[src/rtl/sram_port_arbiter.sv]
// sram_port_arbiter
// Shares one single-ported synchronous SRAM between the instruction-fetch
// requester and the load/store requester. At most one access is granted per
// cycle; the granted requester sees addr_ok in the same cycle and its
// data_ok (with read data passed straight through from the SRAM) one cycle
// later.
//
// Build option:
//   SRAM_ARB_RR_EN  - when defined, conflicts are resolved round-robin
//                     (the requester not granted last wins). When undefined,
//                     data has fixed priority, with an escape that hands one
//                     grant to a starving fetch after STARVE_LIMIT
//                     consecutive data grants.
module sram_port_arbiter #(
    parameter int ADDR_W       = 32,
    parameter int STARVE_LIMIT = 4
) (
    input  logic              clk,
    input  logic              reset,

    input  logic              inst_req,
    input  logic [ADDR_W-1:0] inst_addr,
    output logic              inst_addr_ok,
    output logic              inst_data_ok,
    output logic [31:0]       inst_rdata,

    input  logic              data_req,
    input  logic              data_wr,
    input  logic [3:0]        data_wstrb,
    input  logic [ADDR_W-1:0] data_addr,
    input  logic [31:0]       data_wdata,
    output logic              data_addr_ok,
    output logic              data_data_ok,
    output logic [31:0]       data_rdata,

    output logic              sram_en,
    output logic [3:0]        sram_we,
    output logic [ADDR_W-1:0] sram_addr,
    output logic [31:0]       sram_wdata,
    input  logic [31:0]       sram_rdata
);

    // Owner encoding for the response and round-robin state.
    localparam logic OWN_INST = 1'b0;
    localparam logic OWN_DATA = 1'b1;

    // Registered response state: an access granted this cycle answers next cycle.
    logic resp_vld_r;
    logic resp_own_r;

    // Combinational grant decisions.
    logic grant_inst_s;
    logic grant_data_s;
    logic data_wins_s;   // conflict winner when both requesters ask

`ifdef SRAM_ARB_RR_EN
    // Round-robin state. Until the first grant after reset the fetch side is
    // preferred, so the core's first instruction fetch is never delayed.
    logic last_own_r;
    logic rr_seen_r;
`else
    // Consecutive data grants while a fetch has been waiting.
    localparam logic [3:0] STARVE_LIMIT_C = 4'(STARVE_LIMIT);
    logic [3:0] starve_cnt_r;
    logic [3:0] starve_cnt_nxt_s;
`endif

    // ------------------------------------------------------------------
    // Conflict resolution
    // ------------------------------------------------------------------

`ifdef SRAM_ARB_RR_EN
    // Round-robin: the side that did not win the previous grant wins now.
    always_comb begin
        data_wins_s = 1'b1;
        if (!rr_seen_r) begin
            data_wins_s = 1'b0;
        end else if (last_own_r == OWN_DATA) begin
            data_wins_s = 1'b0;
        end else begin
            data_wins_s = 1'b1;
        end
    end
`else
    // Fixed priority: data wins unless the fetch has waited STARVE_LIMIT grants.
    always_comb begin
        data_wins_s = 1'b1;
        if (starve_cnt_r == STARVE_LIMIT_C) begin
            data_wins_s = 1'b0;
        end else begin
            data_wins_s = 1'b1;
        end
    end
`endif

    // Select at most one requester this cycle; nothing is granted in reset.
    always_comb begin
        grant_inst_s = 1'b0;
        grant_data_s = 1'b0;
        if (reset) begin
            grant_inst_s = 1'b0;
            grant_data_s = 1'b0;
        end else if (inst_req && data_req) begin
            grant_data_s = data_wins_s;
            grant_inst_s = !data_wins_s;
        end else if (data_req) begin
            grant_data_s = 1'b1;
        end else if (inst_req) begin
            grant_inst_s = 1'b1;
        end else begin
            grant_inst_s = 1'b0;
            grant_data_s = 1'b0;
        end
    end

    // ------------------------------------------------------------------
    // SRAM port
    // ------------------------------------------------------------------

    // Drive the SRAM from the granted requester; stores use the byte strobes.
    always_comb begin
        sram_en    = 1'b0;
        sram_we    = 4'b0000;
        sram_addr  = {ADDR_W{1'b0}};
        sram_wdata = 32'h0000_0000;
        if (grant_data_s) begin
            sram_en   = 1'b1;
            sram_addr = data_addr;
            if (data_wr) begin
                // A zero strobe still issues an access, it just writes nothing.
                sram_we = data_wstrb;
            end else begin
                sram_we = 4'b0000;
            end
        end else if (grant_inst_s) begin
            sram_en   = 1'b1;
            sram_addr = inst_addr;
            sram_we   = 4'b0000;
        end else begin
            sram_en   = 1'b0;
            sram_addr = {ADDR_W{1'b0}};
            sram_we   = 4'b0000;
        end
        // Write data follows the data requester whenever not in reset.
        if (reset) begin
            sram_wdata = 32'h0000_0000;
        end else begin
            sram_wdata = data_wdata;
        end
    end

    assign inst_addr_ok = grant_inst_s;
    assign data_addr_ok = grant_data_s;

    // ------------------------------------------------------------------
    // Response path
    // ------------------------------------------------------------------

    // Record that an access was issued and who owns its answer.
    always_ff @(posedge clk or posedge reset) begin
        if (reset) begin
            resp_vld_r <= 1'b0;
            resp_own_r <= OWN_INST;
        end else begin
            resp_vld_r <= grant_inst_s | grant_data_s;
            if (grant_data_s) begin
                resp_own_r <= OWN_DATA;
            end else if (grant_inst_s) begin
                resp_own_r <= OWN_INST;
            end else begin
                resp_own_r <= resp_own_r;
            end
        end
    end

    // Completion pulses go to the owner; read data is only visible with data_ok.
    assign inst_data_ok = resp_vld_r && (resp_own_r == OWN_INST);
    assign data_data_ok = resp_vld_r && (resp_own_r == OWN_DATA);
    assign inst_rdata   = inst_data_ok ? sram_rdata : 32'h0000_0000;
    assign data_rdata   = data_data_ok ? sram_rdata : 32'h0000_0000;

    // ------------------------------------------------------------------
    // Arbitration history
    // ------------------------------------------------------------------

`ifdef SRAM_ARB_RR_EN
    // Track the owner of the most recent grant for round-robin.
    always_ff @(posedge clk or posedge reset) begin
        if (reset) begin
            last_own_r <= OWN_INST;
            rr_seen_r  <= 1'b0;
        end else if (grant_data_s) begin
            last_own_r <= OWN_DATA;
            rr_seen_r  <= 1'b1;
        end else if (grant_inst_s) begin
            last_own_r <= OWN_INST;
            rr_seen_r  <= 1'b1;
        end else begin
            last_own_r <= last_own_r;
            rr_seen_r  <= rr_seen_r;
        end
    end
`else
    // Next starvation count: reset when the fetch is served or stops asking.
    always_comb begin
        starve_cnt_nxt_s = starve_cnt_r;
        if (grant_inst_s || !inst_req) begin
            starve_cnt_nxt_s = 4'd0;
        end else if (grant_data_s && (starve_cnt_r != 4'hF)) begin
            starve_cnt_nxt_s = starve_cnt_r + 4'd1;
        end else begin
            starve_cnt_nxt_s = starve_cnt_r;
        end
    end

    // Starvation counter register.
    always_ff @(posedge clk or posedge reset) begin
        if (reset) begin
            starve_cnt_r <= 4'd0;
        end else begin
            starve_cnt_r <= starve_cnt_nxt_s;
        end
    end
`endif

endmodule

[config.mk]
export PLATFORM = sky130hd
export DESIGN_NAME = sram_port_arbiter
export DESIGN_NICKNAME = d
export VERILOG_FILES = /design/src/rtl/sram_port_arbiter.sv
export SDC_FILE = /design/constraint.sdc
export NUM_CORES = 1
export LEC_CHECK = 0
export ABC_AREA = 0
export BUFFER_PORTS_ARGS = -buffer_cell sky130_fd_sc_hd__buf_2
export CAP_MARGIN = 20
export CORE_AREA = 5 5 103 105
export CTS_CLUSTER_DIAMETER = 150
export CTS_CLUSTER_SIZE = 24
export DETAILED_ROUTE_END_ITERATION = 8
export DIE_AREA = 0 0 108 110
export GPL_TIMING_DRIVEN = 0
export PLACE_DENSITY = 0.5
export SYNTH_ARGS = -nofsm -noshare
export SYNTH_HDL_FRONTEND = slang
export SYNTH_SLANG_ARGS = --single-unit
[constraint.sdc]
create_clock -name clk -period 1.6 [get_ports clk]
set_input_delay 0.16 -clock clk [delete_from_list [all_inputs] [get_ports clk]]
set_output_delay 0.16 -clock clk [all_outputs]
set_load 0.01 [all_outputs]
==> run_summary.xml <==
<?xml version="1.0" encoding="UTF-8"?>
<metrics>
  <group name="run_status">
    <metric name="outcome" unit="">complete, but fails checks</metric>
    <metric name="violations" unit="">setup timing</metric>
  </group>
  <group name="yosys">
    <metric name="syn-instance-count" unit="">191</metric>
    <metric name="syn_area_per_cell" unit="um^2">7.44</metric>
    <metric name="synth_top_cells_by_count" unit="">sky130_fd_sc_hd__and3_1 (36), sky130_fd_sc_hd__nor2b_1 (34), sky130_fd_sc_hd__and2_1 (33)</metric>
    <metric name="synth_most_common_cell" unit="">sky130_fd_sc_hd__and3_1</metric>
    <metric name="synth.net_count" unit="">330</metric>
    <metric name="ys_top_cells_by_area" unit="">sky130_fd_sc_hd__and3_1 (16%), sky130_fd_sc_hd__a22o_1 (15%), sky130_fd_sc_hd__nor2b_1 (15%)</metric>
    <metric name="synth_edf_count" unit="">0</metric>
    <metric name="synth.cell_area" unit="mm^2">0.00142</metric>
    <metric name="sequential_element_share_of_the_synthesized_area" unit="%">10.6</metric>
    <metric name="yosys_warnings" unit="">0</metric>
    <metric name="synthDominantCellAreaShare" unit="%">15.9</metric>
    <metric name="synth_seq_cells" unit="">6</metric>
    <metric name="area_leader_netlist" unit="">sky130_fd_sc_hd__and3_1</metric>
    <metric name="synth_async_sr_flop_share" unit="%">100</metric>
    <metric name="ys_types" unit="">28</metric>
    <metric name="ys.flop_type" unit="">sky130_fd_sc_hd__dfrtp_1</metric>
  </group>
  <group name="critical_path">
    <metric name="cp_num_buf_inv" unit="">4</metric>
    <metric name="setup.worst_path.start_class" unit="">flop</metric>
    <metric name="critical_path.most_common_cell" unit="">sky130_fd_sc_hd__buf_6</metric>
    <metric name="arrival" unit="ns">1.75</metric>
    <metric name="timing.setup.critical_path_class" unit="">reg2out</metric>
    <metric name="cp_peak_stage_delay" unit="ns">0.38</metric>
    <metric name="critPathMaxFanout" unit="">6</metric>
    <metric name="timing.critical_path.to_type" unit="">output port</metric>
    <metric name="critical_path.top_delay_family" unit="">buffers and inverters</metric>
    <metric name="reg_to_reg_critical_path_startpoint" unit="">starve_cnt_r[0]</metric>
    <metric name="cp_cell_sequence" unit="">inv_2 &gt; ha_4 &gt; and4b_4 &gt; nor2_4 &gt; buf_6 &gt; buf_6 &gt; a22o_4 &gt; buf_6</metric>
    <metric name="r2r_setup_slack" unit="ns">0</metric>
    <metric name="cp.required" unit="ns">1.44</metric>
    <metric name="crit-reg2reg-capture" unit="">starve_cnt_r[1]</metric>
    <metric name="crit_slowest_cell" unit="">sky130_fd_sc_hd__dfrtp_1</metric>
    <metric name="r2r_cells" unit="">4</metric>
  </group>
  <group name="cells_and_area">
    <metric name="layout_cell_share_with_drive_strength_beyond_1" unit="%">66.3</metric>
    <metric name="syn_to_final_growth" unit="%">127</metric>
    <metric name="n_antenna_cell" unit="">0</metric>
    <metric name="finish.cell_count_without_fillers" unit="">608</metric>
    <metric name="design_area" unit="mm^2">0.00323</metric>
    <metric name="finalNetCount" unit="">616</metric>
    <metric name="layout.core_utilization" unit="%">33.8</metric>
  </group>
  <group name="placed_design">
    <metric name="portBuffers" unit="">273</metric>
    <metric name="placed_cells" unit="">597</metric>
    <metric name="preCtsSetupSlack" unit="ns">-0.303</metric>
    <metric name="place.detailed.hpwl" unit="mm">7.66</metric>
    <metric name="placed_area" unit="mm^2">0.00296</metric>
    <metric name="finalWeightedCongestion" unit="">0.745</metric>
  </group>
  <group name="floorplan">
    <metric name="floorplan.die.width" unit="um">108</metric>
    <metric name="die_span_y" unit="um">110</metric>
    <metric name="initial_utilization" unit="%">14.9</metric>
    <metric name="io_pins" unit="">274</metric>
    <metric name="die_area" unit="mm^2">0.0119</metric>
    <metric name="fp.coreArea" unit="mm^2">0.00955</metric>
    <metric name="cell_rows" unit="">36</metric>
  </group>
  <group name="timing">
    <metric name="final-max-slew-violation-count" unit="">0</metric>
    <metric name="worst_slew_pin_slew" unit="ns">0.490</metric>
    <metric name="worst_clock_skew" unit="ns">0.00378</metric>
    <metric name="timing.final.hold_violations" unit="">0</metric>
    <metric name="final_min_period_over_clock_period" unit="%">119</metric>
    <metric name="grt_setup_unrepaired" unit="">yes</metric>
    <metric name="finalWorstPathRequiredPeriod" unit="ns">1.91</metric>
    <metric name="fmaxAchievable" unit="MHz">523</metric>
    <metric name="setup_viol_count_final" unit="">38</metric>
    <metric name="slew-limit-headroom" unit="%">67.1</metric>
    <metric name="final.hold.worst_slack" unit="ns">0.0920</metric>
    <metric name="setup_slack" unit="ns">-0.312</metric>
  </group>
  <group name="global_routing">
    <metric name="grt_antenna_before_repair" unit="">0</metric>
    <metric name="overflow" unit="">0</metric>
    <metric name="grt_first_pass_wirelength" unit="mm">12.3</metric>
    <metric name="number_of_global_route_vias_before_repair" unit="">2426</metric>
    <metric name="globalRouteTotalUtil" unit="%">12.6</metric>
    <metric name="grt_start_max_net_pins" unit="">11</metric>
  </group>
  <group name="clock_network">
    <metric name="numClockSinks" unit="">6</metric>
    <metric name="max-clock-path-buffers" unit="">2</metric>
    <metric name="cts-hold-fix-buffers" unit="">0</metric>
    <metric name="worstSkewPairLatency" unit="ns">0.22</metric>
    <metric name="tritoncts.num_buffers" unit="">3</metric>
    <metric name="htree_levels" unit="">1</metric>
    <metric name="clockRootBuffer" unit="">sky130_fd_sc_hd__clkbuf_8</metric>
    <metric name="clkTransAtPathRegs" unit="ns">0.04</metric>
    <metric name="tritoncts_clock_tree" unit="">done</metric>
  </group>
  <group name="route">
    <metric name="postRouteAntennaNets" unit="">0</metric>
    <metric name="via_count" unit="">2542</metric>
    <metric name="drt-wirelength-per-cell" unit="um">14.5</metric>
    <metric name="finalWirelength" unit="mm">8.84</metric>
    <metric name="post_drt_via_cell_ratio" unit="">4.18</metric>
    <metric name="drt_iter0_markers" unit="">118</metric>
    <metric name="drc" unit="">0</metric>
    <metric name="drt-pass1-iter-count" unit="">4</metric>
  </group>
  <group name="pwr">
    <metric name="power.density" unit="mW/mm^2">372</metric>
    <metric name="p_leak" unit="nW">2.05</metric>
    <metric name="irDropWorstVdd" unit="uV">197</metric>
  </group>
  <group name="min_path">
    <metric name="timing.hold.worst.class" unit="">in2async</metric>
  </group>
  <group name="run">
    <metric name="cap_viol_max_count" unit="">0</metric>
  </group>
</metrics>
[layout make-up]
type,count,area [um^2]
sequential,6,153
inverter,4,15.0
buffer,20,134
timing repair buffer,281,1500
fill,1062,6320
multi-input combinational,161,1220
clock buffer,3,41.3
tap,133,166
[worst min-delay path: stages]
cell and delay, ns:
sky130_fd_sc_hd__buf_2 0.10, sky130_fd_sc_hd__buf_2 0.18, sky130_fd_sc_hd__inv_1 0.25
[metrics by stage]
stage	total power, mW	setup TNS, ns
global route	1.30	-13.44
CTS	1.21	-11.81
global placement	0.920	-8.25
finish	1.20	-9.96
detailed placement	0.922	-9.27
floorplan	0.517	-0.0343
[state kept, by name, summed over array words and instances, names as in the netlist]
name	count
starve_cnt_r	4
resp_own_r	1
resp_vld_r	1
[cell families after synthesis]
group / count (synthesis) / synth area share (%)
buf+inv: 24 / 9.07
flops: 6 / 10.6
fa+ha+maj: 2 / 1.76
mux: 2 / 1.41
simple gates: 117 / 51.6
compound gates: 40 / 25.6
[report_power, final]
part | leakage [nW] | switching, mW | internal (mW)
combinational | 1.95 | 0.383 | 0.417
sequential | 0.0767 | 0.0144 | 0.161
clock | 0.0216 | 0.0629 | 0.161
total | 2.05 | 0.460 | 0.739
[per-layer routing]
layer	GRT usage (%)	vias up	part of all wire, %
li1	-	1254	-
met1	15.0	1162	38
met2	24.0	122	53
met3	2.85	4	8.5
met4	1.08	0	0.52
met5	0	-	0
[worst max path at each step]
stage	from	endpoint	slack, ns	cells past startpoint
finish	starve_cnt_r[0]	sram_addr[29]	-0.31	8
detailed placement	starve_cnt_r[0]	sram_addr[8]	-0.30	7
global route	starve_cnt_r[0]	sram_addr[31]	-0.38	8
global placement	starve_cnt_r[0]	sram_addr[9]	-0.27	7
CTS	starve_cnt_r[0]	sram_addr[26]	-0.34	8
floorplan	starve_cnt_r[0]	sram_addr[24]	-0.01	6
[placed cells by master (no fill, tap or decap), types with 3 or more instances in the layout]
cell type / synthesis / routed
sky130_fd_sc_hd__and2_1: 33 / 33
sky130_fd_sc_hd__clkbuf_8: 0 / 3
sky130_fd_sc_hd__clkbuf_1: 14 / 8
sky130_fd_sc_hd__dfrtp_1: 6 / 4
sky130_fd_sc_hd__a22o_4: 0 / 6
sky130_fd_sc_hd__and3_1: 36 / 34
sky130_fd_sc_hd__buf_2: 1 / 266
sky130_fd_sc_hd__buf_6: 5 / 15
sky130_fd_sc_hd__nand3_1: 5 / 5
sky130_fd_sc_hd__nor2b_1: 34 / 33
sky130_fd_sc_hd__buf_4: 0 / 6
sky130_fd_sc_hd__a22o_1: 25 / 25
[repair_timing]
action / 4_1_cts / 5_1_grt
setup endpoints to repair: 71 / 61
setup buffers: 6 / 0
gates resized for setup: 30 / 14
pin swaps: 13 / 4
gates cloned: 2 / 0
No activity file was read; power rests on OpenSTA's default activity.
